<file path="config.mk">
export PLATFORM = sky130hd
export DESIGN_NAME = add_fp64_arb_flat
export DESIGN_NICKNAME = d
export VERILOG_FILES = /design/src/rtl/add_fp64_arb_if.sv /design/src/rtl/add_fp64_arb.sv /design/src/flat_wrapper.sv
export SDC_FILE = /design/constraint.sdc
export NUM_CORES = 1
export LEC_CHECK = 0
export CAP_MARGIN = 20
export CORE_AREA = 2 2 234 236
export CTS_CLUSTER_SIZE = 40
export DETAILED_ROUTE_END_ITERATION = 10
export DIE_AREA = 0 0 236 238
export PLACE_DENSITY = 0.45
export SLEW_MARGIN = 20
export SYNTH_ARGS = -nofsm -noshare
export SYNTH_HDL_FRONTEND = slang
export SYNTH_SLANG_ARGS = --single-unit
export TNS_END_PERCENT = 100
</file>
<file path="constraint.sdc">
create_clock -name clock -period 1.66 [get_ports clock]
set_input_delay 0.415 -clock clock [delete_from_list [all_inputs] [get_ports clock]]
set_output_delay 0.415 -clock clock [all_outputs]
set_load 0.01 [all_outputs]
</file>
<file path="src/rtl/add_fp64_arb_if.sv">
// rtl/add_fp64_arb_if.sv - request, add_fp64 and response signal bundle for add_fp64_arb
interface add_fp64_arb_if;
    logic        req0_valid;
    logic        req0_ready;
    logic [2:0]  req0_rm;
    logic [63:0] req0_src1;
    logic [63:0] req0_src2;
    logic        req1_valid;
    logic        req1_ready;
    logic [2:0]  req1_rm;
    logic [63:0] req1_src1;
    logic [63:0] req1_src2;
    logic        fpu_en;
    logic [2:0]  fpu_rm;
    logic [63:0] fpu_src1;
    logic [63:0] fpu_src2;
    logic [63:0] fpu_result;
    logic        fpu_nv;
    logic        fpu_of;
    logic        rsp0_valid;
    logic [63:0] rsp0_result;
    logic        rsp0_nv;
    logic        rsp0_of;
    logic        rsp1_valid;
    logic [63:0] rsp1_result;
    logic        rsp1_nv;
    logic        rsp1_of;
    logic [2:0]  inflight;

    // arbiter side
    modport slave (
        input  req0_valid, req0_rm, req0_src1, req0_src2,
        input  req1_valid, req1_rm, req1_src1, req1_src2,
        input  fpu_result, fpu_nv, fpu_of,
        output req0_ready, req1_ready,
        output fpu_en, fpu_rm, fpu_src1, fpu_src2,
        output rsp0_valid, rsp0_result, rsp0_nv, rsp0_of,
        output rsp1_valid, rsp1_result, rsp1_nv, rsp1_of,
        output inflight
    );

    // requester / add_fp64 side
    modport master (
        output req0_valid, req0_rm, req0_src1, req0_src2,
        output req1_valid, req1_rm, req1_src1, req1_src2,
        output fpu_result, fpu_nv, fpu_of,
        input  req0_ready, req1_ready,
        input  fpu_en, fpu_rm, fpu_src1, fpu_src2,
        input  rsp0_valid, rsp0_result, rsp0_nv, rsp0_of,
        input  rsp1_valid, rsp1_result, rsp1_nv, rsp1_of,
        input  inflight
    );
endinterface

</file>
<file path="src/rtl/add_fp64_arb.sv">
// rtl/add_fp64_arb.sv - two-requester arbiter for a pipelined add_fp64 (ADD_FP64_ARB_FIXED_PRIO_EN selects fixed priority)
module add_fp64_arb #(
    parameter int LATENCY = 4
) (
    input  logic          clock,
    input  logic          reset_n,
    add_fp64_arb_if.slave bus
);

    logic               grant0;
    logic               grant1;
    logic               issue;
    logic [LATENCY-1:0] tag_valid;
    logic [LATENCY-1:0] tag_id;
    logic               ret;
    logic               ret_id;
    logic [2:0]         count;

`ifdef ADD_FP64_ARB_FIXED_PRIO_EN
    // requester 0 always wins a conflict
    always_comb begin
        grant0 = bus.req0_valid;
        grant1 = bus.req1_valid & ~bus.req0_valid;
    end
`else
    // prio holds the requester preferred on the next conflict; after a grant
    // the other requester becomes preferred, so reset (0) favours requester 0
    logic prio;

    // round-robin grant: a lone requester wins regardless of prio
    always_comb begin
        grant0 = bus.req0_valid & (~bus.req1_valid | ~prio);
        grant1 = bus.req1_valid & (~bus.req0_valid | prio);
    end

    // move preference away from whoever was just granted
    always_ff @(posedge clock or negedge reset_n) begin
        if (!reset_n) begin
            prio <= 1'b0;
        end else if (grant0) begin
            prio <= 1'b1;
        end else if (grant1) begin
            prio <= 1'b0;
        end
    end
`endif

    assign issue  = grant0 | grant1;
    assign ret    = tag_valid[LATENCY-1];
    assign ret_id = tag_id[LATENCY-1];

    // handshake and add_fp64 drive; held quiet while reset is asserted
    always_comb begin
        bus.req0_ready = grant0 & reset_n;
        bus.req1_ready = grant1 & reset_n;
        bus.fpu_en     = issue & reset_n;
        bus.fpu_rm     = '0;
        bus.fpu_src1   = '0;
        bus.fpu_src2   = '0;
        if (reset_n && grant0) begin
            bus.fpu_rm   = bus.req0_rm;
            bus.fpu_src1 = bus.req0_src1;
            bus.fpu_src2 = bus.req0_src2;
        end else if (reset_n && grant1) begin
            bus.fpu_rm   = bus.req1_rm;
            bus.fpu_src1 = bus.req1_src1;
            bus.fpu_src2 = bus.req1_src2;
        end
    end

    // tag pipeline tracking which requester owns each add_fp64 stage
    always_ff @(posedge clock or negedge reset_n) begin
        if (!reset_n) begin
            tag_valid <= '0;
            tag_id    <= '0;
        end else begin
            tag_valid[0] <= issue;
            tag_id[0]    <= grant1;
            for (int i = 1; i < LATENCY; i++) begin
                tag_valid[i] <= tag_valid[i-1];
                tag_id[i]    <= tag_id[i-1];
            end
        end
    end

    // steer the returning add_fp64 result to its owner, zero elsewhere
    always_comb begin
        bus.rsp0_valid  = 1'b0;
        bus.rsp0_result = '0;
        bus.rsp0_nv     = 1'b0;
        bus.rsp0_of     = 1'b0;
        bus.rsp1_valid  = 1'b0;
        bus.rsp1_result = '0;
        bus.rsp1_nv     = 1'b0;
        bus.rsp1_of     = 1'b0;
        if (ret && !ret_id) begin
            bus.rsp0_valid  = 1'b1;
            bus.rsp0_result = bus.fpu_result;
            bus.rsp0_nv     = bus.fpu_nv;
            bus.rsp0_of     = bus.fpu_of;
        end else if (ret && ret_id) begin
            bus.rsp1_valid  = 1'b1;
            bus.rsp1_result = bus.fpu_result;
            bus.rsp1_nv     = bus.fpu_nv;
            bus.rsp1_of     = bus.fpu_of;
        end
    end

    // outstanding-operation count; issue and return together cancel
    always_ff @(posedge clock or negedge reset_n) begin
        if (!reset_n) begin
            count <= '0;
        end else begin
            case ({issue, ret})
                2'b10:   count <= count + 3'd1;
                2'b01:   count <= count - 3'd1;
                default: count <= count;
            endcase
        end
    end

    assign bus.inflight = count;

endmodule

</file>
<file path="src/flat_wrapper.sv">
// flat-port wrapper written by rule: the top's interface ports become plain ports
module add_fp64_arb_flat 
#(
    parameter int LATENCY = 4
)
  (clock, reset_n, bus_req0_valid, bus_req0_rm, bus_req0_src1, bus_req0_src2, bus_req1_valid, bus_req1_rm, bus_req1_src1, bus_req1_src2, bus_fpu_result, bus_fpu_nv, bus_fpu_of, bus_req0_ready, bus_req1_ready, bus_fpu_en, bus_fpu_rm, bus_fpu_src1, bus_fpu_src2, bus_rsp0_valid, bus_rsp0_result, bus_rsp0_nv, bus_rsp0_of, bus_rsp1_valid, bus_rsp1_result, bus_rsp1_nv, bus_rsp1_of, bus_inflight);
  add_fp64_arb_if bus_i ();
  input  logic clock;
  input  logic reset_n;
  input wire logic [$bits(bus_i.req0_valid)-1:0] bus_req0_valid;
  input wire logic [$bits(bus_i.req0_rm)-1:0] bus_req0_rm;
  input wire logic [$bits(bus_i.req0_src1)-1:0] bus_req0_src1;
  input wire logic [$bits(bus_i.req0_src2)-1:0] bus_req0_src2;
  input wire logic [$bits(bus_i.req1_valid)-1:0] bus_req1_valid;
  input wire logic [$bits(bus_i.req1_rm)-1:0] bus_req1_rm;
  input wire logic [$bits(bus_i.req1_src1)-1:0] bus_req1_src1;
  input wire logic [$bits(bus_i.req1_src2)-1:0] bus_req1_src2;
  input wire logic [$bits(bus_i.fpu_result)-1:0] bus_fpu_result;
  input wire logic [$bits(bus_i.fpu_nv)-1:0] bus_fpu_nv;
  input wire logic [$bits(bus_i.fpu_of)-1:0] bus_fpu_of;
  output wire logic [$bits(bus_i.req0_ready)-1:0] bus_req0_ready;
  output wire logic [$bits(bus_i.req1_ready)-1:0] bus_req1_ready;
  output wire logic [$bits(bus_i.fpu_en)-1:0] bus_fpu_en;
  output wire logic [$bits(bus_i.fpu_rm)-1:0] bus_fpu_rm;
  output wire logic [$bits(bus_i.fpu_src1)-1:0] bus_fpu_src1;
  output wire logic [$bits(bus_i.fpu_src2)-1:0] bus_fpu_src2;
  output wire logic [$bits(bus_i.rsp0_valid)-1:0] bus_rsp0_valid;
  output wire logic [$bits(bus_i.rsp0_result)-1:0] bus_rsp0_result;
  output wire logic [$bits(bus_i.rsp0_nv)-1:0] bus_rsp0_nv;
  output wire logic [$bits(bus_i.rsp0_of)-1:0] bus_rsp0_of;
  output wire logic [$bits(bus_i.rsp1_valid)-1:0] bus_rsp1_valid;
  output wire logic [$bits(bus_i.rsp1_result)-1:0] bus_rsp1_result;
  output wire logic [$bits(bus_i.rsp1_nv)-1:0] bus_rsp1_nv;
  output wire logic [$bits(bus_i.rsp1_of)-1:0] bus_rsp1_of;
  output wire logic [$bits(bus_i.inflight)-1:0] bus_inflight;
  assign bus_i.req0_valid = bus_req0_valid;
  assign bus_i.req0_rm = bus_req0_rm;
  assign bus_i.req0_src1 = bus_req0_src1;
  assign bus_i.req0_src2 = bus_req0_src2;
  assign bus_i.req1_valid = bus_req1_valid;
  assign bus_i.req1_rm = bus_req1_rm;
  assign bus_i.req1_src1 = bus_req1_src1;
  assign bus_i.req1_src2 = bus_req1_src2;
  assign bus_i.fpu_result = bus_fpu_result;
  assign bus_i.fpu_nv = bus_fpu_nv;
  assign bus_i.fpu_of = bus_fpu_of;
  assign bus_req0_ready = bus_i.req0_ready;
  assign bus_req1_ready = bus_i.req1_ready;
  assign bus_fpu_en = bus_i.fpu_en;
  assign bus_fpu_rm = bus_i.fpu_rm;
  assign bus_fpu_src1 = bus_i.fpu_src1;
  assign bus_fpu_src2 = bus_i.fpu_src2;
  assign bus_rsp0_valid = bus_i.rsp0_valid;
  assign bus_rsp0_result = bus_i.rsp0_result;
  assign bus_rsp0_nv = bus_i.rsp0_nv;
  assign bus_rsp0_of = bus_i.rsp0_of;
  assign bus_rsp1_valid = bus_i.rsp1_valid;
  assign bus_rsp1_result = bus_i.rsp1_result;
  assign bus_rsp1_nv = bus_i.rsp1_nv;
  assign bus_rsp1_of = bus_i.rsp1_of;
  assign bus_inflight = bus_i.inflight;
  add_fp64_arb #(.LATENCY(LATENCY)) u_core (.clock(clock), .reset_n(reset_n), .bus(bus_i));
endmodule
</file>
==> results.py, run 1 <==
metrics = {
    "global_routing": {
        "grt_util_all_layers_pct": 14.01,
        "grt-ovfl-total": 0,
        "grt_max_degree": 69,
        "grt_pass1_vias": 7456,
        "antenna_found_initial": 15,
        "grt_pass1_wl_mm": 56.90,
    },
    "logic_synthesis": {
        "ys_seq_elements": 12,
        "seq_area_frac_synth_pct": 8.208,
        "yosys_warnings": 0,
        "ys.flop_type": "dfrtp_1",
        "netlist_area_um2": 3659,
        "ys_types": 22,
        "avgSynthCellArea_um2": 7.202,
        "synth_compound_area_share_pct": 32.15,
        "synth_top_area_cell": "a32oi_1",
        "synth-edff-count": 0,
        "synth-adder-area-share_pct": 0.8892,
        "synth_commonest_cells": "131 x a32oi_1, 131 x nor2b_1, 70 x and2_1",
        "synth.area.mux_share_pct": 0,
        "synth_nets": 842,
        "synth_cells": 508,
        "synth_xor_area_share_pct": 0.7182,
        "synthSimpleGateAreaFrac_pct": 46.61,
        "yosys.area.top_type_share_pct": 31.36,
        "synth_area_leaders": "a32oi_1 31%, nor2b_1 22%, and2_1 12%",
        "ys_async_sr_fraction_pct": 100.0,
        "synth_top_family_by_area": "simple AND/OR/NAND/NOR gates",
    },
    "placed_design": {
        "place_area_um2": 11060,
        "port_buffers": 602,
        "dp_cells": 1807,
        "post-place-ws_ps": -1159,
        "gp_congestion": 0.8292,
        "hpwl_mm": 32.95,
    },
    "detailed_routing": {
        "vias": 7663,
        "drt_wl_total_mm": 46.18,
        "post_drt_wl_per_cell_um": 23.11,
        "drc_errors": 0,
        "drtIter0Drc": 282,
        "ant_nets": 0,
        "vias_per_cell": 3.835,
        "first_pass_iters": 4,
    },
    "timing": {
        "final.period_utilization_pct": 146.0,
        "worstMarginPinSlew_ps": 257.3,
        "skew_ps": 2.912,
        "rsz0062_at_grt": "true",
        "hold_ws_ps": 344.9,
        "relSlewSlack_pct": 82.82,
        "final-hold-violation-count": 0,
        "finalMaxSlewViolations": 0,
        "worst_slack_ps": -764.3,
        "max_freq_mhz": 412.5,
        "period_minus_slack_ps": 2424,
        "setup_violations": 270,
    },
    "critical_path": {
        "cp.required_ps": 1240,
        "cpLargestDelayFamily": "buffers and inverters",
        "cp-end-kind": "primary output",
        "worst-path-stages": 12,
        "r2r_slack_ps": -80,
        "arrival_ps": 2010,
        "crit_path_start": "u_core.prio",
        "cpMostUsedCell": "buf_6",
        "timing.rr.start": "u_core.tag_valid[3]",
        "critPathKind": "flop to primary output",
        "cp_max_fo": 5,
        "path_cells": "buf_6 -> a21boi_4 -> buf_12 -> buf_16 -> buf_12 -> buf_8 -> buf_6 -> buf_6 -> buf_6 -> a32oi_1 -> nor2b_1 -> buf_2",
        "path_buf_inv": 9,
        "r2r-end": "u_core.bus.inflight[2]",
        "r2r_cells": 9,
        "cpPeakStageDelay_ps": 430,
        "crit_end": "bus_fpu_src2[54]",
        "cp-start-kind": "flop",
        "cpMaxStageDelayCell": "dfrtp_2",
    },
    "cts": {
        "cts_buffers": 3,
        "clockRootBuffer": "clkbuf_16",
        "htreeDepth": 1,
        "tritoncts": "yes",
        "clk_latency_ps": 240,
        "numClockSinks": 12,
        "path_clk_slew_ps": 40,
        "clock_path_buffers": 2,
    },
    "pwr": {
        "p_switching_uw": 2086,
        "power.share.clock_pct": 7.9,
        "power_leakage_uw": 0.006156,
        "p_sw_share_pct": 36.60,
        "p_int_uw": 3612,
        "power_density_nw_per_um2": 414.6,
        "ir_drop_mv": 0.3368,
        "p_comb_share_pct": 85.2,
        "power_frac_seq_pct": 7.0,
    },
    "layout": {
        "fillers": 5811,
        "fin_cells": 1998,
        "syn_to_final_growth_pct": 275.6,
        "nets": 1632,
        "fin_util_pct": 25.69,
        "drive_above_1_share_pct": 51.66,
        "stdcell_area_um2": 13740,
    },
    "floorplan": {
        "initial_core_util_pct": 6.839,
        "die_area_um2": 56170,
        "fp.dieH_um": 238,
        "num_io_pins": 603,
        "rows": 85,
        "die_x_um": 236,
        "core_area_um2": 53500,
    },
    "run_status": {
        "status": "finished, violations left",
        "violations": "setup timing",
    },
    "worst_hold_path": {
        "hold_path.class": "flop to flop",
    },
    "job": {
        "drv_cap": 0,
    },
}
-- layer usage --
metal | track usage [%] | routed length [µm]
met1 | 14.77 | 16160
met2 | 26.63 | 24690
met3 | 3.783 | 3499
met4 | 4.864 | 1804
met5 | 0 | 27
-- how the worst min path moves through the flow --
stage / startpoint / endpoint / slack [ps] / cells past startpoint
after CTS: u_core.tag_valid[2] / u_core.tag_valid[3] / 350 / 0
after global routing: u_core.tag_valid[2] / u_core.tag_valid[3] / 350 / 0
final: u_core.tag_id[2] / u_core.tag_id[3] / 340 / 0
after detailed placement: u_core.tag_valid[2] / u_core.tag_valid[3] / 340 / 0
after global placement: u_core.tag_id[0] / u_core.tag_id[1] / 330 / 0
after floorplan: reset_n / u_core.bus.inflight[0] / 120 / 0
-- layout by cell type (no fill, tap or decap), types with 5 or more instances in the layout --
cell               n
a32oi_1           99
buf_8             26
clkbuf_16         17
clkdlybuf4s50_1  311
and3_1            14
a32oi_2           32
buf_16            11
dfrtp_1           10
dlymetal6s2s_1    29
buf_12            47
nor2b_1          129
and2_4            46
and3_4            53
clkbuf_2          20
buf_6            162
buf_4            101
and2_1            24
diode_2            5
buf_2            143
-- stage by stage --
step           setup TNS [ps]  power, µW
2_1_floorplan          -535.1       1611
3_3_place_gp          -189530       3968
3_5_place_dp          -191030       3974
4_1_cts               -146970       5081
5_1_grt               -133960       5964
6_report              -118750       5698
-- area by class of cell --
| type | instances | area [µm²] | area share (%) |
|---|---|---|---|
| diodes | 5 | 12.51 | 0.09105 |
| clock buffers | 4 | 78.83 | 0.5736 |
| inverters | 4 | 15.01 | 0.1093 |
| multi-input cells | 413 | 3603 | 26.22 |
| flip-flops and latches | 12 | 302.8 | 2.203 |
| well taps | 696 | 870.8 | 6.337 |
| repair buffers | 864 | 8859 | 64.46 |
-- power by group through the flow --
stage          clock (µW)  combinational (µW)  sequential, µW
2_1_floorplan           0                1200             407
3_3_place_gp            0                3570             395
5_1_grt               465                5100             403
3_5_place_dp            0                3570             402
6_report              449                4850             396
4_1_cts               455                4230             396
-- repair_timing --
item                                    in CTS  in global routing
gates resized for setup                    769                562
cloned                                      19                 23
buffers inserted                            73                 92
endpoints found under the setup margin     271                271
pin swaps                                   84                 55
hold buffers                                 0                  0
hold endpoints to repair                     0                  0
-- state kept, by name, summed over array words and instances, names as in the netlist --
register             cells
u_core.bus.inflight      3
u_core.prio              1
u_core.tag_id            4
u_core.tag_valid         4
-- logic make-up after synthesis --
kind of cell | Yosys count
simple gates | 274
compound gates | 134
buf+inv | 83
flops | 12
xor+xnor | 3
fa+ha+maj | 2
Note: power is estimated with default switching activity, not from simulation.
==> run 2, diff against run 1 <==
--- a/config.mk
+++ b/config.mk
@@ -10,9 +10,8 @@
 export CTS_CLUSTER_SIZE = 40
 export DETAILED_ROUTE_END_ITERATION = 10
 export DIE_AREA = 0 0 236 238
-export PLACE_DENSITY = 0.45
 export SLEW_MARGIN = 20
 export SYNTH_ARGS = -nofsm -noshare
 export SYNTH_HDL_FRONTEND = slang
 export SYNTH_SLANG_ARGS = --single-unit
-export TNS_END_PERCENT = 100
+export TNS_END_PERCENT = 50
==> run 2 against run 1 <==
The flow still finishes with violations (setup timing). Power fell by 15%. Register-to-register slack got worse by 120 ps. Global-route usage fell by 1.8 points.
==> results.py, run 2 (synthesis gave the netlist of run 1 again) <==
metrics = {
    "timing": {
        "final-hold-violation-count": 0,
        "relSlewSlack_pct": 68.23,
        "finalMaxSlewViolations": 0,
        "final.period_utilization_pct": 134.5,
        "period_minus_slack_ps": 2232,
        "setup_violations": 270,
        "worstMarginPinSlew_ps": 476.5,
        "skew_ps": 0.7366,
        "max_freq_mhz": 448.0,
        "fin_setup_tns_ps": -111790,
        "rsz0062_at_grt": "true",
        "worst_slack_ps": -572.3,
    },
    "cts": {
        "cts_buffers": 3,
        "path_clk_slew_ps": 50,
        "clockRootBuffer": "clkbuf_16",
        "clk_latency_ps": 240,
        "htreeDepth": 1,
        "clock_path_buffers": 2,
        "numClockSinks": 12,
        "cts_hold_buf": 0,
        "tritoncts": "yes",
    },
    "layout": {
        "drive_above_1_share_pct": 30.62,
        "regArea_um2": 302.8,
        "nets": 1478,
        "syn_to_final_growth_pct": 216.5,
        "final_common_cell": "clkdlybuf4s50_1",
        "most-common-layout-cells": "409 x clkdlybuf4s50_1, 137 x buf_2, 130 x nor2b_1",
        "fillers": 5870,
        "multi_input_area_um2": 3288,
        "stdcell_area_um2": 11580,
    },
    "global_routing": {
        "grt_util_all_layers_pct": 12.23,
        "grt-ovfl-total": 0,
        "grt_pass1_wl_mm": 50.85,
        "grt_pass1_vias": 7320,
        "grt_max_degree": 69,
        "antenna_found_initial": 4,
    },
    "detailed_routing": {
        "first_pass_iters": 5,
        "vias": 7164,
        "drc_errors": 0,
        "drtIter0Drc": 285,
        "drt_wl_total_mm": 40.53,
        "vias_per_cell": 3.887,
        "ant_nets": 0,
        "post_drt_wl_per_cell_um": 21.99,
    },
    "critical_path": {
        "cp.required_ps": 1240,
        "timing.rr.start": "u_core.tag_valid[3]",
        "r2r-end": "u_core.bus.inflight[2]",
        "cp-end-kind": "primary output",
        "cp-start-kind": "flop",
        "r2r_slack_ps": -200,
        "arrival_ps": 1820,
        "r2r_cells": 9,
        "cp_max_fo": 33,
        "critPathKind": "flop to primary output",
    },
    "floorplan": {
        "num_io_pins": 603,
        "rows": 85,
        "die_area_um2": 56170,
        "initial_core_util_pct": 6.839,
        "fp.dieH_um": 238,
        "die_x_um": 236,
        "core_area_um2": 53500,
    },
    "run_status": {
        "status": "finished, violations left",
        "violations": "setup timing",
    },
    "placed_design": {
        "port_buffers": 602,
        "place_area_um2": 10920,
        "hpwl_mm": 28.15,
        "gp_congestion": 0.8868,
    },
    "pwr": {
        "power_leakage_uw": 0.004755,
        "power_density_nw_per_um2": 418.4,
        "ir_drop_mv": 0.3330,
    },
    "worst_hold_path": {
        "hold_path.class": "primary input to async pin",
    },
    "job": {
        "drv_cap": 0,
    },
}
## run 2: changes by cell type in the layout (fill, tap and decap cells not counted), sizes merged
| cell | delta |
|---|---|
| dlygate4sd2 | +3 |
| clkdlybuf4s50 | +98 |
| diode | -1 |
| clkdlybuf4s15 | +3 |
| clkbuf | -2 |
| dlymetal6s2s | -26 |
| buf | -230 |
## run 2: layout make-up
class	instances	share of cell area, %
repair buffers	710	60.49
well taps	696	7.520
diodes	4	0.08644
multi-input cells	413	28.40
flip-flops and latches	12	2.615
inverters	4	0.1297
clock buffers	4	0.7671
## run 2: routing by layer
metal / part of all wire, % / track usage [%] / up-vias
met5: 0.032 / 0 / -
met4: 3.0 / 2.992 / 2
met3: 6.9 / 2.036 / 55
met2: 52 / 23.05 / 487
met1: 38 / 14.27 / 3417
li1: - / - / 3203
## run 2: worst max-delay path, stage by stage (launching register included)
cell and delay, ps:
dfrtp_1 360, and2b_4 310, clkbuf_16 210, and2_1 150, clkdlybuf4s50_1 540
## run 2: metrics by stage
step	power [µW]	setup WS, ps	std cells	hold WS, ps	utilization [%]
global route	5099	-628.1	1841	247.3	21.64
finish	4844	-572.3	1843	244.0	21.65
global placement	3848	-1112	1786	332.8	20.42
floorplan	1606	-94.82	508	119.4	-
CTS	4736	-675.6	1827	242.3	21.43
detailed placement	3869	-1130	1786	334.7	20.42
## run 2: worst max-delay path by stage
stage	from	endpoint	slack, ps
floorplan	bus_req1_valid	u_core.bus.inflight[2]	-90
CTS	u_core.tag_id[3]	bus_rsp0_result[60]	-680
global route	u_core.prio	bus_fpu_src1[46]	-630
detailed placement	bus_req0_valid	bus_fpu_src2[21]	-1130
finish	u_core.tag_id[3]	bus_rsp0_result[40]	-570
global placement	bus_req0_valid	bus_fpu_src2[21]	-1110
## run 2: timing repair
| item | 4_1_cts | 5_1_grt |
|---|---|---|
| setup buffers | 21 | 8 |
| gates cloned | 17 | 13 |
| resized for setup | 484 | 256 |
| pin swaps | 14 | 15 |
| setup endpoints to repair | 270 | 270 |
## run 2: power by group
group          switching [µW]  leakage (µW)  internal [µW]
Clock                     131     0.0000442            364
Combinational            1710       0.00458           2240
Sequential               47.7      0.000135            350
